<file path="config.mk">
export PLATFORM = sky130hd
export DESIGN_NAME = multicycle_control
export DESIGN_NICKNAME = d
export VERILOG_FILES = /design/src/rtl/mips_ctrl_pkg.sv /design/src/rtl/ctrl_decode.sv /design/src/rtl/multicycle_control.sv
export SDC_FILE = /design/constraint.sdc
export NUM_CORES = 1
export LEC_CHECK = 0
export CORE_MARGIN = 3
export CORE_UTILIZATION = 48
export CTS_CLUSTER_DIAMETER = 60
export DETAILED_ROUTE_END_ITERATION = 16
export PLACE_DENSITY = 0.86
export SLEW_MARGIN = 20
export SYNTH_ARGS = -nofsm -noshare
export SYNTH_HDL_FRONTEND = slang
export SYNTH_SLANG_ARGS = --single-unit
</file>
<file path="constraint.sdc">
create_clock -name clock -period 2.3 [get_ports clock]
set_input_delay 0.23 -clock clock [delete_from_list [all_inputs] [get_ports clock]]
set_output_delay 0.23 -clock clock [all_outputs]
set_load 0.02 [all_outputs]
</file>
<file path="src/rtl/mips_ctrl_pkg.sv">
// rtl/mips_ctrl_pkg.sv - shared state, opcode and control-field encodings for the multi-cycle MIPS control
package mips_ctrl_pkg;

  typedef enum logic [3:0] {
    S_FETCH   = 4'd0,
    S_DECODE  = 4'd1,
    S_MEMADR  = 4'd2,
    S_MEMRD   = 4'd3,
    S_MEMWB   = 4'd4,
    S_MEMWR   = 4'd5,
    S_EXEC    = 4'd6,
    S_ALUWB   = 4'd7,
    S_BRANCH  = 4'd8,
    S_ADDIEX  = 4'd9,
    S_ADDIWB  = 4'd10,
    S_JUMP    = 4'd11,
    S_ILLEGAL = 4'd12
  } state_t;

  localparam logic [5:0] OP_RTYPE = 6'b000000;
  localparam logic [5:0] OP_LW    = 6'b100011;
  localparam logic [5:0] OP_SW    = 6'b101011;
  localparam logic [5:0] OP_BEQ   = 6'b000100;
  localparam logic [5:0] OP_ADDI  = 6'b001000;
  localparam logic [5:0] OP_J     = 6'b000010;

  localparam logic [1:0] ALU_ADD   = 2'b00;
  localparam logic [1:0] ALU_SUB   = 2'b01;
  localparam logic [1:0] ALU_FUNCT = 2'b10;

  localparam logic [1:0] SRCB_REG     = 2'b00;
  localparam logic [1:0] SRCB_FOUR    = 2'b01;
  localparam logic [1:0] SRCB_IMM     = 2'b10;
  localparam logic [1:0] SRCB_IMM_SH2 = 2'b11;

  localparam logic [1:0] PC_ALU    = 2'b00;
  localparam logic [1:0] PC_ALUOUT = 2'b01;
  localparam logic [1:0] PC_JUMP   = 2'b10;

  typedef struct packed {
    logic       pc_write;
    logic       pc_write_cond;
    logic [1:0] pc_source;
    logic       i_or_d;
    logic       mem_read;
    logic       mem_write;
    logic       ir_write;
    logic       reg_dst;
    logic       mem_to_reg;
    logic       reg_write;
    logic       alu_src_a;
    logic [1:0] alu_src_b;
    logic [1:0] alu_op;
    logic       illegal_op;
  } ctrl_t;

endpackage

</file>
<file path="src/rtl/ctrl_decode.sv">
// rtl/ctrl_decode.sv - combinational state to control-word decoder (Moore, plus mem_ready gating in FETCH)
module ctrl_decode
  import mips_ctrl_pkg::*;
(
  input  state_t state,
  input  logic   mem_ready,
  output ctrl_t  ctrl
);

  always_comb begin
    ctrl = '0;
    case (state)
      S_FETCH: begin
        ctrl.mem_read  = 1'b1;
        ctrl.alu_src_b = SRCB_FOUR;
        ctrl.alu_op    = ALU_ADD;
        ctrl.pc_source = PC_ALU;
        // IR and PC only commit once the fetch has actually returned
        ctrl.ir_write  = mem_ready;
        ctrl.pc_write  = mem_ready;
      end
      S_DECODE: begin
        ctrl.alu_src_b = SRCB_IMM_SH2;
        ctrl.alu_op    = ALU_ADD;
      end
      S_MEMADR: begin
        ctrl.alu_src_a = 1'b1;
        ctrl.alu_src_b = SRCB_IMM;
        ctrl.alu_op    = ALU_ADD;
      end
      S_MEMRD: begin
        ctrl.mem_read = 1'b1;
        ctrl.i_or_d   = 1'b1;
      end
      S_MEMWB: begin
        ctrl.mem_to_reg = 1'b1;
        ctrl.reg_write  = 1'b1;
      end
      S_MEMWR: begin
        ctrl.mem_write = 1'b1;
        ctrl.i_or_d    = 1'b1;
      end
      S_EXEC: begin
        ctrl.alu_src_a = 1'b1;
        ctrl.alu_src_b = SRCB_REG;
        ctrl.alu_op    = ALU_FUNCT;
      end
      S_ALUWB: begin
        ctrl.reg_dst   = 1'b1;
        ctrl.reg_write = 1'b1;
      end
      S_BRANCH: begin
        ctrl.alu_src_a     = 1'b1;
        ctrl.alu_src_b     = SRCB_REG;
        ctrl.alu_op        = ALU_SUB;
        ctrl.pc_write_cond = 1'b1;
        ctrl.pc_source     = PC_ALUOUT;
      end
      S_ADDIEX: begin
        ctrl.alu_src_a = 1'b1;
        ctrl.alu_src_b = SRCB_IMM;
        ctrl.alu_op    = ALU_ADD;
      end
      S_ADDIWB: begin
        ctrl.reg_write = 1'b1;
      end
      S_JUMP: begin
        ctrl.pc_write  = 1'b1;
        ctrl.pc_source = PC_JUMP;
      end
      S_ILLEGAL: begin
        ctrl.illegal_op = 1'b1;
      end
      default: ctrl = '0;
    endcase
  end

endmodule

</file>
<file path="src/rtl/multicycle_control.sv">
// rtl/multicycle_control.sv - multi-cycle MIPS main control FSM with retired-instruction counter
module multicycle_control
  import mips_ctrl_pkg::*;
#(
  parameter int CNT_W = 32
) (
  input  logic             clock,
  input  logic             reset,
  input  logic [5:0]       opcode,
  input  logic             zero,
  input  logic             mem_ready,
  output logic             pc_en,
  output logic [1:0]       pc_source,
  output logic             i_or_d,
  output logic             mem_read,
  output logic             mem_write,
  output logic             ir_write,
  output logic             reg_dst,
  output logic             mem_to_reg,
  output logic             reg_write,
  output logic             alu_src_a,
  output logic [1:0]       alu_src_b,
  output logic [1:0]       alu_op,
  output logic             illegal_op,
  output logic [3:0]       state_o,
  output logic [CNT_W-1:0] retired
);

  state_t           state;
  state_t           state_next;
  logic             is_sw;
  logic             retire;
  logic [CNT_W-1:0] retired_q;
  ctrl_t            ctrl_raw;
  ctrl_t            ctrl;

  always_ff @(posedge clock) begin
    if (reset) begin
      state     <= S_FETCH;
      retired_q <= '0;
      is_sw     <= 1'b0;
    end else begin
      state <= state_next;
      if (retire) retired_q <= retired_q + CNT_W'(1);
      // MEMADR picks load vs store from this, so IR changes after DECODE cannot misroute it
      if (state == S_DECODE) is_sw <= (opcode == OP_SW);
    end
  end

  always_comb begin
    state_next = S_FETCH;
    retire     = 1'b0;
    case (state)
      S_FETCH:   state_next = mem_ready ? S_DECODE : S_FETCH;
      S_DECODE: begin
        case (opcode)
          OP_LW, OP_SW: state_next = S_MEMADR;
          OP_RTYPE:     state_next = S_EXEC;
          OP_BEQ:       state_next = S_BRANCH;
          OP_ADDI:      state_next = S_ADDIEX;
          OP_J:         state_next = S_JUMP;
          default:      state_next = S_ILLEGAL;
        endcase
      end
      S_MEMADR:  state_next = is_sw ? S_MEMWR : S_MEMRD;
      S_MEMRD:   state_next = mem_ready ? S_MEMWB : S_MEMRD;
      S_MEMWB: begin
        state_next = S_FETCH;
        retire     = 1'b1;
      end
      S_MEMWR: begin
        state_next = mem_ready ? S_FETCH : S_MEMWR;
        retire     = mem_ready;
      end
      S_EXEC:    state_next = S_ALUWB;
      S_ALUWB, S_BRANCH, S_ADDIWB, S_JUMP: begin
        state_next = S_FETCH;
        retire     = 1'b1;
      end
      S_ADDIEX:  state_next = S_ADDIWB;
      S_ILLEGAL: state_next = S_FETCH;
      default:   state_next = S_FETCH;
    endcase
  end

  ctrl_decode u_decode (
    .state     (state),
    .mem_ready (mem_ready),
    .ctrl      (ctrl_raw)
  );

  assign ctrl       = reset ? '0 : ctrl_raw;
  assign pc_en      = ctrl.pc_write | (ctrl.pc_write_cond & zero);
  assign pc_source  = ctrl.pc_source;
  assign i_or_d     = ctrl.i_or_d;
  assign mem_read   = ctrl.mem_read;
  assign mem_write  = ctrl.mem_write;
  assign ir_write   = ctrl.ir_write;
  assign reg_dst    = ctrl.reg_dst;
  assign mem_to_reg = ctrl.mem_to_reg;
  assign reg_write  = ctrl.reg_write;
  assign alu_src_a  = ctrl.alu_src_a;
  assign alu_src_b  = ctrl.alu_src_b;
  assign alu_op     = ctrl.alu_op;
  assign illegal_op = ctrl.illegal_op;
  assign state_o    = state;
  assign retired    = retired_q;

endmodule

</file>
==> results.yml, run 1 <==
place:
  gp_congestion: 0.798
  dp_slack_ps: 37.1
  io_buffers: 61
  hpwl_um: 4170
timing:
  fmax_ghz: 0.454
  worst_pin_slew_ps: 452
  setup-violations-final: 0
  hold_viol: 0
  rsz0062_at_grt: "false"
  finalSetupTns_ps: 0
  maxSlewHeadroom: 0.696
  period_needed_ps: 2200
  finalCritPeriodShare: 0.958
  report.final.slew_viol_count: 0
  setup_ws_ps: 96.1
  finClkSkew_ps: 6.40
clock_tree:
  root_buffer: "clkbuf_8"
  cts_sinks: 37
  numCtsBuffers: 5
  clock_latency_ps: 290
  cts_hold_buf: 0
  h-tree-depth: 2
  cts.path.max_buffers: 2
  path_clk_slew_ps: 70
  cts_tree: "done"
routing:
  ant_nets: 0
  drc: 0
  via_count: 2310
  drt_wl_total_um: 5830
  viasPerCell: 5.85
  first_iter_violations: 173
  wl_per_cell_um: 14.7
  dr.pass1.iters: 4
power_and_ir_drop:
  p_comb_frac: 0.154
  pwr_density_cell_nw_per_um2: 480
  switching_power_uw: 368
  seqPwrFrac: 0.451
  leakage_uw: 0.00104
  p_int_uw: 1100
  ir_drop_mv: 0.366
  switching_share: 0.250
  power_frac_clock: 0.396
global_route:
  grt_pass1_wl_um: 9850
  overflow: 0
  grt_max_degree: 26
  grt_pass1_vias: 2177
  antenna_found_initial: 0
  track_usage: 0.228
synth:
  netlist_instances: 274
  synthesis.nets: 285
  yosysUniqueCellTypes: 49
  yosysSeqAreaShare: 0.338
  ys.warnings.count: 0
  synth_area_sq_um: 2190
  ys_async_sr_fraction: 0
  synth-edff-count: 0
  synth_ff_type: "dfxtp_1"
  syn_area_per_cell_sq_um: 8.00
  synth_seq_cells: 37
final_layout:
  areaGrowthSynthToFinish_pct: 39.5
  final_cell_mix: "clkdlybuf4s50_1, nor2_1, dfxtp_1"
  layout-drive-gt1-share: 0.122
  num-nets-final: 355
  n_antenna_cell: 0
  num-fill-cells: 318
  final_common_cell: "clkdlybuf4s50_1"
worst_setup_path:
  cp_data_required_time_ps: 2070
  endpoint_kind: "output port"
  crit_type: "reg -> out"
  arrival_ps: 1970
  cp-start-kind: "register"
  cp_max_fo: 16
outcome:
  outcome: "complete, no violations"
floorplanning:
  fp.dieW_um: 73.6
  core_area_sq_um: 4200
  die_h_um: 73.6
  io_pins: 62
  initial_core_util: 0.522
  die-area_sq_um: 5420
  num_rows: 23
run:
  drv_cap: 0
worst_hold_path:
  hold_path.class: "reg -> reg"
state kept, by name, summed over array words and instances, names as in the netlist:
| register | cells |
|---|---|
| retired | 32 |
| is_sw | 1 |
| state_o | 4 |
Yosys cell counts (2+ instances only):
library cell,instances,area share
xnor2_1,11,0.044
dfxtp_1,37,0.34
nand3b_1,5,0.017
nor2b_1,2,0.0057
o31ai_1,6,0.021
and3_1,4,0.011
nand3_1,15,0.034
o21ai_0,10,0.023
or4_1,5,0.017
nand2_1,14,0.024
or3_1,6,0.017
and2_1,3,0.0086
nor3_1,9,0.021
a21oi_1,18,0.041
nor2_1,43,0.074
and4_1,3,0.012
nor4_1,9,0.026
nand2b_1,6,0.017
nor3b_1,2,0.0068
inv_1,4,0.0068
clkbuf_1,11,0.019
a311oi_1,2,0.0080
xor2_1,10,0.040
nand4_4,2,0.019
nand4_1,12,0.034
or2_2,2,0.0057
critical path: stages (launching register included):
cell,delay (ps)
dfxtp_2,510
nand2b_2,170
nor2_2,180
nor2_1,70
nor3_1,130
clkdlybuf4s50_1,630
layer usage:
| layer | GRT usage | vias up | part of all wire |
|---|---|---|---|
| met1 | 0.280 | 1107 | 0.44 |
| met3 | 0.0424 | 10 | 0.044 |
| li1 | - | 1140 | - |
| met4 | 0.0765 | 0 | 0.013 |
| met2 | 0.395 | 53 | 0.50 |
| met5 | 0 | - | 0 |
stage by stage:
stage           util  hold WS, ps  instance area (sq um)  power (uW)  cells
2_1_floorplan      -          384                   2190         798    274
3_3_place_gp   0.696          482                   2920         894    387
3_5_place_dp   0.696          491                   2920         897    387
4_1_cts        0.727          503                   3050        1480    395
5_1_grt        0.728          532                   3060        1530    395
6_report       0.728          502                   3060        1470    395
worst paths after layout:
check | from | to | slack, ps | depth (start not counted)
setup / recovery | state_o[1]$_SDFF_PP0_ | alu_src_b[1] | 100 | 5
hold / removal | is_sw$_SDFFE_PP0P_ | is_sw$_SDFFE_PP0P_ | 500 | 2
setup reg to reg | state_o[3]$_SDFF_PP0_ | retired[30]$_SDFFE_PP0P_ | 250 | 6
hold reg to reg | is_sw$_SDFFE_PP0P_ | is_sw$_SDFFE_PP0P_ | 500 | 2
layout make-up:
| class | instances | area (sq um) | area share |
|---|---|---|---|
| tap | 50 | 62.6 | 0.0204 |
| inverter | 4 | 15.0 | 0.00491 |
| clock inverter | 1 | 30.0 | 0.00982 |
| clock buffer | 7 | 86.3 | 0.0282 |
| timing repair buffer | 75 | 718 | 0.235 |
| sequential | 37 | 743 | 0.243 |
| multi-input combinational | 221 | 1400 | 0.459 |
power groups by stage:
stage | sequential [uW] | clock (uW) | combinational, uW
after floorplan | 679 | 0 | 120
after global routing | 664 | 617 | 245
after global placement | 675 | 0 | 220
after detailed placement | 675 | 0 | 222
after CTS | 662 | 594 | 226
final | 662 | 581 | 226
cells by family (layout without fill, tap and decap cells):
group,Yosys count,count (layout),share of synthesized area
AOI/OAI and AO/OA,48,48,0.146
xor gates and xnor gates,21,21,0.0839
buffers and inverters,16,87,0.0291
adders and majority gates,1,1,0.00570
muxes,2,2,0.00970
and+or+nand+nor,149,149,0.388
DFF,37,37,0.338
timing repair:
item                                   CTS  global route
gates resized for setup                  6             2
setup buffers                            0             0
gates cloned                             0             0
pin swaps                                0             0
endpoints found under the hold margin    0             0
setup endpoints to repair                4             1
Note: power is estimated with default switching activity, not from simulation.
==> run 2: changes to the inputs <==
- CTS_CLUSTER_DIAMETER: 60 -> default
==> results of run 2 <==
No change in the layout: final DEF, timing and power equal those of run 1.
==> run 3: changes to the inputs <==
- SLEW_MARGIN: 20 -> 10
==> results of run 3 <==
No change in the layout: final DEF, timing and power equal those of run 1.
